### config.mk
export PLATFORM = sky130hd
export DESIGN_NAME = decode_execute_unit
export DESIGN_NICKNAME = d
export VERILOG_FILES = /design/src/rtl/decode_execute_unit.sv
export SDC_FILE = /design/constraint.sdc
export NUM_CORES = 1
export LEC_CHECK = 0
export ABC_AREA = 0
export CAP_MARGIN = 0
export CORE_MARGIN = 1
export CORE_UTILIZATION = 45
export DETAILED_ROUTE_END_ITERATION = 6
export PLACE_DENSITY = 0.71
export SYNTH_ARGS = -nofsm -noshare
export SYNTH_HDL_FRONTEND = slang
export SYNTH_SLANG_ARGS = --single-unit
### constraint.sdc
create_clock -name clock -period 2.2 [get_ports clock]
set_input_delay 0.44 -clock clock [delete_from_list [all_inputs] [get_ports clock]]
set_output_delay 0.44 -clock clock [all_outputs]
set_load 0.02 [all_outputs]
### src/rtl/decode_execute_unit.sv
// Decode, operand-select and execute stage of the sequential RV64 core with one
// registered output stage. Define BNE_SUPPORT_EN to decode funct3=001 branches as bne.
module decode_execute_unit #(
    parameter int XLEN    = 64,
    parameter int PC_STEP = 4
) (
    input  logic            clock,
    input  logic            reset_n,
    input  logic            valid_in,
    input  logic [31:0]     instruction,
    input  logic [XLEN-1:0] pc,
    output logic [4:0]      rs1_addr,
    output logic [4:0]      rs2_addr,
    input  logic [XLEN-1:0] rs1_data,
    input  logic [XLEN-1:0] rs2_data,
    output logic            valid_out,
    output logic [XLEN-1:0] alu_result,
    output logic [XLEN-1:0] store_data,
    output logic [4:0]      rd_addr,
    output logic            reg_write,
    output logic            mem_read,
    output logic            mem_write,
    output logic            mem_to_reg,
    output logic [XLEN-1:0] next_pc,
    output logic            branch_taken,
    output logic            x0_write,
    output logic            inv_op,
    output logic            inv_func,
    output logic            halt
);

    localparam logic [6:0] OP_RTYPE  = 7'b0110011;
    localparam logic [6:0] OP_LOAD   = 7'b0000011;
    localparam logic [6:0] OP_STORE  = 7'b0100011;
    localparam logic [6:0] OP_BRANCH = 7'b1100011;

    typedef enum logic [3:0] {
        ALU_AND = 4'b0000,
        ALU_OR  = 4'b0001,
        ALU_ADD = 4'b0010,
        ALU_SUB = 4'b0110
    } alu_op_t;

    logic [6:0] opcode;
    logic [2:0] funct3;
    logic [6:0] funct7;
    logic [4:0] rd_field;

    assign opcode   = instruction[6:0];
    assign funct3   = instruction[14:12];
    assign funct7   = instruction[31:25];
    assign rd_field = instruction[11:7];
    assign rs1_addr = instruction[19:15];
    assign rs2_addr = instruction[24:20];

    alu_op_t alu_op;
    logic    alu_src_imm;
    logic    use_s_imm;
    logic    dec_reg_write;
    logic    dec_mem_read;
    logic    dec_mem_write;
    logic    dec_mem_to_reg;
    logic    is_branch;
    logic    branch_on_ne;
    logic    dec_inv_op;
    logic    dec_inv_func;

    always_comb begin
        alu_op         = ALU_ADD;
        alu_src_imm    = 1'b0;
        use_s_imm      = 1'b0;
        dec_reg_write  = 1'b0;
        dec_mem_read   = 1'b0;
        dec_mem_write  = 1'b0;
        dec_mem_to_reg = 1'b0;
        is_branch      = 1'b0;
        branch_on_ne   = 1'b0;
        dec_inv_op     = 1'b0;
        dec_inv_func   = 1'b0;
        case (opcode)
            OP_RTYPE: begin
                dec_reg_write = 1'b1;
                case ({funct7, funct3})
                    10'b0000000_000: alu_op = ALU_ADD;
                    10'b0100000_000: alu_op = ALU_SUB;
                    10'b0000000_111: alu_op = ALU_AND;
                    10'b0000000_110: alu_op = ALU_OR;
                    default:         dec_inv_func = 1'b1;
                endcase
            end
            OP_LOAD: begin
                alu_src_imm    = 1'b1;
                dec_reg_write  = 1'b1;
                dec_mem_read   = 1'b1;
                dec_mem_to_reg = 1'b1;
                dec_inv_func   = (funct3 != 3'b011);
            end
            OP_STORE: begin
                alu_src_imm   = 1'b1;
                use_s_imm     = 1'b1;
                dec_mem_write = 1'b1;
                dec_inv_func  = (funct3 != 3'b011);
            end
            OP_BRANCH: begin
                alu_op    = ALU_SUB;
                is_branch = 1'b1;
                case (funct3)
                    3'b000:  branch_on_ne = 1'b0;
`ifdef BNE_SUPPORT_EN
                    3'b001:  branch_on_ne = 1'b1;
`endif
                    default: dec_inv_func = 1'b1;
                endcase
            end
            default: dec_inv_op = 1'b1;
        endcase
    end

    // One flag at most per instruction: halt outranks inv_op, which outranks inv_func.
    logic halt_d;
    logic inv_op_d;
    logic inv_func_d;
    logic any_err;

    assign halt_d     = (instruction == 32'hFFFF_FFFF);
    assign inv_op_d   = !halt_d && dec_inv_op;
    assign inv_func_d = !halt_d && !dec_inv_op && dec_inv_func;
    assign any_err    = halt_d || dec_inv_op || dec_inv_func;

    logic [XLEN-1:0] imm_i;
    logic [XLEN-1:0] imm_s;
    logic [XLEN-1:0] imm_b;

    assign imm_i = {{(XLEN-12){instruction[31]}}, instruction[31:20]};
    assign imm_s = {{(XLEN-12){instruction[31]}}, instruction[31:25], instruction[11:7]};
    assign imm_b = {{(XLEN-13){instruction[31]}}, instruction[31], instruction[7],
                    instruction[30:25], instruction[11:8], 1'b0};

    logic [XLEN-1:0] op_a;
    logic [XLEN-1:0] op_b;
    logic [XLEN-1:0] alu_out;

    assign op_a = rs1_data;
    assign op_b = alu_src_imm ? (use_s_imm ? imm_s : imm_i) : rs2_data;

    always_comb begin
        alu_out = '0;
        case (alu_op)
            ALU_AND: alu_out = op_a & op_b;
            ALU_OR:  alu_out = op_a | op_b;
            ALU_ADD: alu_out = op_a + op_b;
            ALU_SUB: alu_out = op_a - op_b;
            default: alu_out = '0;
        endcase
    end

    logic            alu_zero;
    logic            take_d;
    logic            write_class;
    logic [XLEN-1:0] next_pc_d;

    assign alu_zero    = (alu_out == '0);
    assign take_d      = is_branch && !any_err && (branch_on_ne ? !alu_zero : alu_zero);
    assign write_class = dec_reg_write && !any_err;

    always_comb begin
        next_pc_d = pc + XLEN'(PC_STEP);
        if (any_err) begin
            next_pc_d = pc;
        end else if (take_d) begin
            next_pc_d = pc + imm_b;
        end
    end

    // Data outputs hold across bubbles; strobes and flags drop to zero.
    always_ff @(posedge clock or negedge reset_n) begin
        if (!reset_n) begin
            valid_out    <= 1'b0;
            alu_result   <= '0;
            store_data   <= '0;
            rd_addr      <= '0;
            next_pc      <= '0;
            mem_to_reg   <= 1'b0;
            reg_write    <= 1'b0;
            mem_read     <= 1'b0;
            mem_write    <= 1'b0;
            branch_taken <= 1'b0;
            x0_write     <= 1'b0;
            inv_op       <= 1'b0;
            inv_func     <= 1'b0;
            halt         <= 1'b0;
        end else begin
            valid_out <= valid_in;
            if (valid_in) begin
                alu_result   <= alu_out;
                store_data   <= rs2_data;
                rd_addr      <= rd_field;
                next_pc      <= next_pc_d;
                mem_to_reg   <= dec_mem_to_reg && !any_err;
                reg_write    <= write_class && (rd_field != 5'd0);
                x0_write     <= write_class && (rd_field == 5'd0);
                mem_read     <= dec_mem_read && !any_err;
                mem_write    <= dec_mem_write && !any_err;
                branch_taken <= take_d;
                inv_op       <= inv_op_d;
                inv_func     <= inv_func_d;
                halt         <= halt_d;
            end else begin
                reg_write    <= 1'b0;
                mem_read     <= 1'b0;
                mem_write    <= 1'b0;
                branch_taken <= 1'b0;
                x0_write     <= 1'b0;
                inv_op       <= 1'b0;
                inv_func     <= 1'b0;
                halt         <= 1'b0;
            end
        end
    end

endmodule

==> impl_results.md, run 1 <==
* Sequential share of the synthesized area at 0.236
* Outcome: stopped before the end
* Syn avg cell area at 7.70 µm²
* Main area contributors after synthesis: dfrtp_1 24%, a21oi_1 8.6%, ha_1 7.3%
* Vias in the first global route at ~34000
* Hpwl dp at 91.6 mm
* PortBufs at around 440
* Post-synthesis cell type count at 89
* #FFs+latches synth at 207
* Mapped Nets at 3213
* Top-area cell type share of the netlist area at 0.236
* Last stage reached: 5_1_grt
* Yosys synthesis warning count at 0
* GP Congestion at roughly 1.1
* Clk sinks at approximately 210
* Die Span Y at around 220 µm
* Post-DP Area at ~35000 µm²
* Synthesized area at approximately 22000 µm²
* Synth Instances at 2855
* CTS max path bufs at 3
* Area leader, netlist: dfrtp_1
* Top_reg_cell synth: dfrtp_1
* Initial Utilization at 0.458
* H-Tree Depth at 1
* Stop Error: [ERROR GRT-0116] Global routing finished with congestion. Check the congestion regions in the DRC Viewer.
* CTS Buf Count at 25
* # IOs at between 400 and 500
* First-pass GRT wire length at a little over 200 mm
* Root buffer cell: clkbuf_16
* GRT Util Overall at 0.555
* Die width at around 220 µm
* Post-synth ARST share at 1.00
* # rows at 80
* Total gr overflow at 7
* Pin count of the biggest net entering global routing at 75
* EDFF count, synth at 0
[logic make-up after synthesis]
kind of cell | synth area share
muxes | 0.0709
AOI/OAI and AO/OA | 0.270
and+or+nand+nor | 0.213
DFF | 0.236
buffers and inverters | 0.0534
adders and majority gates | 0.0876
xor gates and xnor gates | 0.0693
[through the flow]
step / std cells / setup WS, ps
after detailed placement: 4774 / -5680
after CTS: 4905 / -3980
after floorplan: 2855 / -4650
after global placement: 4774 / -5470
[per-layer routing]
| layer | global-route usage | GRT overflow |
|---|---|---|
| met2 | 0.805 | 1 |
| met3 | 0.269 | 3 |
| met1 | 0.580 | 0 |
| met4 | 0.517 | 3 |
| met5 | 0.108 | 0 |
[synth_stat cells, types with 23 or more instances]
cell type	instances
a211oi_1	25
a21o_1	80
a21oi_1	377
a31oi_1	35
and3_1	40
buf_2	25
clkbuf_1	109
dfrtp_1	207
ha_1	129
inv_1	105
maj3_1	27
mux2_2	94
mux2i_1	32
nand2_1	231
nand3_1	95
nand4_1	50
nor2_1	268
nor3_1	59
nor4_1	31
o211ai_1	42
o21a_1	23
o21ai_0	160
o21bai_1	25
o221ai_1	26
o31ai_1	40
or3_1	37
xnor2_1	107
xor2_1	67
[timing repair]
action,CTS
pin swaps,176
setup buffers,89
endpoints found under the hold margin,28
hold buffers,1
gates cloned,3
endpoints found under the setup margin,135
gates resized for setup,451
==> run 2: changes to the inputs <==
CORE_UTILIZATION = 30   (was 45)
PLACE_DENSITY = unset   (was 0.71)
PLACE_DENSITY_LB_ADDON = 0.15   (was unset)
==> impl_results.md, run 2 <==
* EDFF count, synth at 0 (unchanged)
* Main area contributors after synthesis: dfrtp_1 24%, a21oi_1 8.6%, ha_1 7.3%
* CTS tree: done
* Hpwl dp at 98.8 mm (+7.9%)
* H-Tree Depth at 1 (unchanged)
* Total gr overflow at 0
* Clk sinks at 207 (unchanged)
* Fillers at 6582
* Pwr per Cell Area at 494 nW/µm²
* Skew final at 0 ps
* Outcome: finished with violations
* Slew HR at 0.214
* Number of max-cap violations at 0
* Worst-margin pin slew at about 1100 ps
* Mapped Nets at 3213 (unchanged)
* Die area at 74400 µm²
* Post-synthesis cell type count at 89 (unchanged)
* CP bufs+invs at 14
* GP Congestion at 0.981 (-9.6%)
* Min Tclk post-route at between 6000 and 7000 ps
* Max Freq at around 160 MHz
* Top-area cell type share of the netlist area at 0.236 (unchanged)
* Finish-stage setup viols at around 130
* Die Span Y at 273 µm (+22%)
* Post-route clock period utilization at 2.86
* Vias in the first global route at between 20000 and 30000
* Post-DRT Antenna Nets at 0
* # rows at 98 (+23%)
* Final nets at approximately 4800
* Sequential share of the synthesized area at 0.236 (unchanged)
* Max FO, Critical Path at 5
* Most frequent cell after synthesis: a21oi_1
* Setup TNS Final at -387950 ps
* P&R area growth vs syn at 89.6%
* Setup WS post-layout at -4090 ps
* Non-Filler Instances at 5370
* Number of vias per cell at 5.44
* CP Data Required Time at approximately 2700 ps
* #FFs+latches synth at 207 (unchanged)
* Synth Instances at 2855 (unchanged)
* CTS max path bufs at 3 (unchanged)
* Failing checks: negative setup slack
* Core Footprint at 72000 µm²
* Max Transition Viols Final at 0
* Pre-CTS setup slack at -5730 ps (-50.6 ps)
* Crit Path Class: input port to flip-flop
* Yosys synthesis warning count at 0 (unchanged)
* Die width at 273 µm (+22%)
* First-pass iteration count of the detailed router at 6
* Root buffer cell: clkbuf_16
* Share of cells above drive strength 1 at 0.437
* Lkg Pwr at 0.0184 µW
* First-pass GRT wire length at approximately 180 mm
* Leading cell type in the layout, fill and taps excluded: buf_4
* Post-synth ARST share at 1.00 (unchanged)
* Synthesized area at 22000 µm² (unchanged)
* Vias at around 29000
* Later-pin clock latency in the skew report at 600 ps
* Drt total wl at approximately 120 mm
* Slowest stage delay, CP at about 560 ps
* DRC at 0
* Clock transition at path regs at approximately 60 ps
* Initial antenna violation count at 4
* PortBufs at 443 (unchanged)
* Pin count of the biggest net entering global routing at 83
* # IOs at 444 (unchanged)
* RSZ-0062 raised after global routing: true
* Initial DRC Count at between 2000 and 2500
* Critical path's slowest cell: or4_4
* Hold Crit Class: input port to flip-flop
* Synth top cells by count: 377 x a21oi_1, 268 x nor2_1, 231 x nand2_1
* Worst setup SP type: input port
* Critical path endpoint category: flip-flop
* Worst vdd ir at between 0.5 and 0.6 mV
* Biggest regs: alu_result (64), next_pc (64), store_data (64)
* Initial Utilization at 0.305 (-0.153)
* Area leader, netlist: dfrtp_1
* Hold violation count in the final report at 0
* GRT Util Overall at 0.318
* CTS Buf Count at 28 (+12%)
* Placed insts at 5132 (+7.5%)
* Top_reg_cell synth: dfrtp_1
* Crit-path most repeated cell: buf_4
* Syn avg cell area at 7.70 µm² (unchanged)
* Drt wl/cell at 23.1 µm
* Worst path arrival time at slightly below 7000 ps
* Most frequent cells in the layout: 1060 x buf_4, 405 x clkdlybuf4s50_1, 259 x a21oi_1
* Worst path top cell family by delay: simple AND/OR/NAND/NOR gates
-- run 2: cell counts after synthesis --
Identical to the previous run, type by type.
-- run 2: tightest hold or removal path: cells and delay by family --
kind | cells | cell delay [ps]
buffers and inverters | 1 | 170
AO/OA/AOI/OAI | 2 | 140
-- run 2: timing repair --
action,4_1_cts,5_1_grt
setup buffers,88,108
hold buffers,1,0
pin swaps,183,203
resized for setup,474,379
endpoints found under the setup margin,137,136
gates cloned,3,7
endpoints found under the hold margin,21,0
-- run 2: layout make-up --
type	instances	area, µm²	area share
inverter	106	398	0.00955
antenna	4	10.0	0.000240
tap	950	1190	0.0285
multi-input combinational	2374	19100	0.458
clock inverter	17	241	0.00579
clock buffer	35	757	0.0182
sequential	207	5180	0.124
timing repair buffer	1677	14800	0.355
-- run 2: cells by family (layout without fill, tap and decap cells) --
logic type	after synthesis	count (layout)	share of synthesized area
buf+inv	274	1835	0.0534
xor+xnor	174	174	0.0693
other cells	0	4	0
fa+ha+maj	158	158	0.0876
mux	138	138	0.0709
simple gates	947	947	0.213
compound gates	957	957	0.270
flops	207	207	0.236
-- run 2: path summary, 6_finish.rpt --
check	from	end	slack [ps]	cells past startpoint
max	instruction[24]	alu_result[61]	-4090	34
min	valid_in	next_pc[27]	190	3
max reg2reg	next_pc[61]	next_pc[61]	850	4
min reg2reg	alu_result[4]	alu_result[4]	480	1
max in group asynchronous	reset_n	store_data[35]	1180	3
min in group asynchronous	reset_n	rd_addr[1]	290	2
-- run 2: metrics by stage --
step | util | instance area, µm² | hold WS (ps) | power [µW]
floorplan | - | 22700 | 144 | 8720
global placement | 0.495 | 35600 | 324 | 14000
detailed placement | 0.495 | 35600 | 321 | 14100
CTS | 0.543 | 39100 | 147 | 19900
global route | 0.579 | 41700 | 185 | 21500
finish | 0.579 | 41700 | 194 | 20600
-- run 2: metal layers --
metal  vias up  wire, µm  track usage
met3       282      5320       0.0276
met2       953     61500        0.571
met1     14314     49700        0.375
met5         -         0            0
li1      13647         -            -
met4         0      7800        0.164
-- run 2: report_power, final --
part,switching (µW),internal (µW),leakage [µW],total [µW]
Sequential,385,4310,0.00241,4700
Clock,2060,3030,0.000474,5090
Combinational,5350,5450,0.0155,10800
Power figures use the tool's default switching activity.
==> run 3: changes to the inputs <==
CORE_MARGIN = 3   (was 1)
CTS_CLUSTER_SIZE = 8   (was unset)
==> impl_results.md, run 3 (synthesized netlist as in run 2, its figures left out) <==
* Outcome: finished with violations
* Failing checks: negative setup slack
* End of the worst register-to-register path: next_pc[61]
* Worst path top cell family by delay: simple AND/OR/NAND/NOR gates
* Max Transition Viols Final at 0 (unchanged)
* Worst-margin pin slew at 985 ps (-164 ps)
* Critical path origin: instruction[4]
* Die area at 76500 µm² (+3.0%)
* Die width at 277 µm (+1.5%)
* CTS max path bufs at 3 (unchanged)
* Worst path arrival time at 6720 ps (-50 ps)
* Number of vias per cell at 5.49 (+1.1%)
* Sw Share at 0.382 (+0.00326)
* CTS tree: done
* Hpwl dp at 99.1 mm (+0.23%)
* Min Tclk post-route at 6250 ps (-42.6 ps)
* GP Congestion at 1.03 (+4.8%)
* Later-pin clock latency in the skew report at 590 ps (about the same)
* First-pass iteration count of the detailed router at 5 (-1)
* # IOs at 444 (unchanged)
* First-pass GRT wire length at 183 mm (+0.63%)
* Critical path's slowest cell: o41ai_2
* Crit. path cell count at 34 (unchanged)
* Worst setup SP type: input port
* Initial DRC Count at 2265 (+13%)
* Setup WS post-layout at -4050 ps (+42.6 ps)
* R2R depth at 4 (unchanged)
* Initial antenna violation count at 8 (+4)
* Most frequent cells in the layout: 1045 x buf_4, 402 x clkdlybuf4s50_1, 274 x a21oi_1
* Hold Crit Class: input port to flip-flop
* DRC at 0 (unchanged)
* Share of cells above drive strength 1 at 0.439 (+0.00223)
* P&R area growth vs syn at 89.2%
* # rows at 98 (unchanged)
* Drt wl/cell at 23.4 µm (+1.0%)
* PortBufs at 443 (unchanged)
* Root buffer cell: clkbuf_16
* Vias in the first global route at 29654 (-0.034%)
* Post-route clock period utilization at 2.84 (-0.0194)
* Util after Layout at 0.578 (-0.00115)
* Slowest stage delay, CP at 380 ps (-180 ps)
* Post-DRT Antenna Nets at 0 (unchanged)
* CTS Buf Count at 31 (+11%)
* Worst vdd ir at 0.626 mV (+16%)
* Clock share of power at 0.225 (-0.022)
* Sw Pwr at 7700 µW (-1.2%)
* Clk sinks at 207 (unchanged)
* Finish-stage setup viols at 129 (-3.0%)
* Pin count of the biggest net entering global routing at 113 (+36%)
* Critical path endpoint category: flip-flop
* Slew HR at 0.326 (+0.112)
* Internal power at 12500 µW (-2.6%)
* Max Freq at 160 MHz (+0.68%)
* Reg2reg start: next_pc[61]
* Biggest regs: alu_result (64), next_pc (64), store_data (64)
* Total gr overflow at 0 (unchanged)
* Initial Utilization at 0.305 (unchanged)
* Crit Path Class: input port to flip-flop
* Worst setup path end: next_pc[15]
* Drt total wl at 125 mm (+0.61%)
* Final nets at 4741 (-0.23%)
* Core Footprint at 72000 µm² (unchanged)
* Clock transition at path regs at 60 ps (about the same)
* Die Span Y at 277 µm (+1.5%)
* Hold violation count in the final report at 0 (unchanged)
* Skew final at 0 ps (unchanged)
* Combinational share of power at 0.541 (+0.016)
* Leading cell type in the layout, fill and taps excluded: buf_4
* Pwr per Cell Area at 485 nW/µm² (-1.9%)
* Seq pwr share at 0.234 (+0.006)
* H-Tree Depth at 1 (unchanged)
* Crit-path most repeated cell: buf_4
* CP Data Required Time at 2680 ps (about the same)
* Max FO, Critical Path at 6 (+1)
* CP bufs+invs at 11 (-3)
* Lkg Pwr at 0.0183 µW (-0.57%)
* RSZ-0062 raised after global routing: true
* GRT Util Overall at 0.307 (-0.0115)
* Worst reg-to-reg setup slack at 810 ps (-40 ps)
* Total power at 20200 µW (-2.1%)
* Vias at 29377 (+0.62%)
* Number of max-cap violations at 0 (unchanged)
==> run 3: changes by cell type in the layout (fill, tap and decap cells not counted), moves of 7 or more <==
| cell | change |
|---|---|
| o21ai_2 | +8 |
| a21oi_1 | +15 |
| buf_12 | -9 |
| a21oi_2 | -16 |
| buf_4 | -15 |
| buf_16 | +7 |
| buf_6 | +8 |
| o21ai_1 | -9 |
| clkbuf_2 | +7 |
==> run 3: layer usage <==
metal	wire length (µm)	track usage	vias to the layer above
met4	6850	0.141	0
met2	61900	0.546	981
met5	0	0	-
met3	5780	0.0304	244
met1	50600	0.372	14548
li1	-	-	13604
==> run 3: how the worst min path moves through the flow <==
stage                         from       endpoint  slack, ps  depth (start not counted)
finish              instruction[4]      mem_write        180                          3
global route        instruction[4]      mem_write        180                          3
CTS                 instruction[4]      mem_write        180                          3
detailed placement         reset_n  alu_result[1]        300                          1
global placement           reset_n  alu_result[1]        300                          1
floorplan                  reset_n  alu_result[0]        140                          0
==> run 3: final cells by class <==
type / instances / area, µm²
Antenna cell: 8 / 20.0
Clock buffer: 36 / 815
Clock inverter: 3 / 40.0
Fill cell: 6410 / 30400
Inverter: 106 / 400
Multi-Input combinational cell: 2374 / 19300
Sequential cell: 207 / 5180
Tap cell: 950 / 1190
Timing Repair Buffer: 1663 / 14600
==> run 3: per-stage QoR <==
step	TNS [ps]	hold WS, ps	setup slack [ps]	area (µm²)	cells
floorplan	-441580	144	-4650	22700	2855
global placement	-605010	298	-6250	35700	5146
detailed placement	-597320	298	-6140	35700	5146
CTS	-379100	177	-4050	39000	5280
global route	-400810	176	-4270	41600	5346
finish	-378990	179	-4050	41600	5347
==> run 3: repair_timing <==
action	4_1_cts	5_1_grt
gates cloned	9	2
resized for setup	467	466
pin swaps	185	228
endpoints found under the hold margin	30	0
setup buffers	93	79
hold buffers	1	0
setup endpoints to repair	137	136
==> run 3: power groups by stage <==
stage / clock network, µW / logic, µW / registers (µW)
6_report: 4540 / 10900 / 4720
3_3_place_gp: 0 / 9310 / 4770
5_1_grt: 4800 / 11600 / 4770
3_5_place_dp: 0 / 9350 / 4770
4_1_cts: 4660 / 10000 / 4720
2_1_floorplan: 0 / 3460 / 5260
==> run 3: worst min-delay path, delay by kind of cell <==
| family | cells | cell delay (ps) |
|---|---|---|
| AND/OR/NAND/NOR | 1 | 60 |
| buffers and inverters | 2 | 250 |
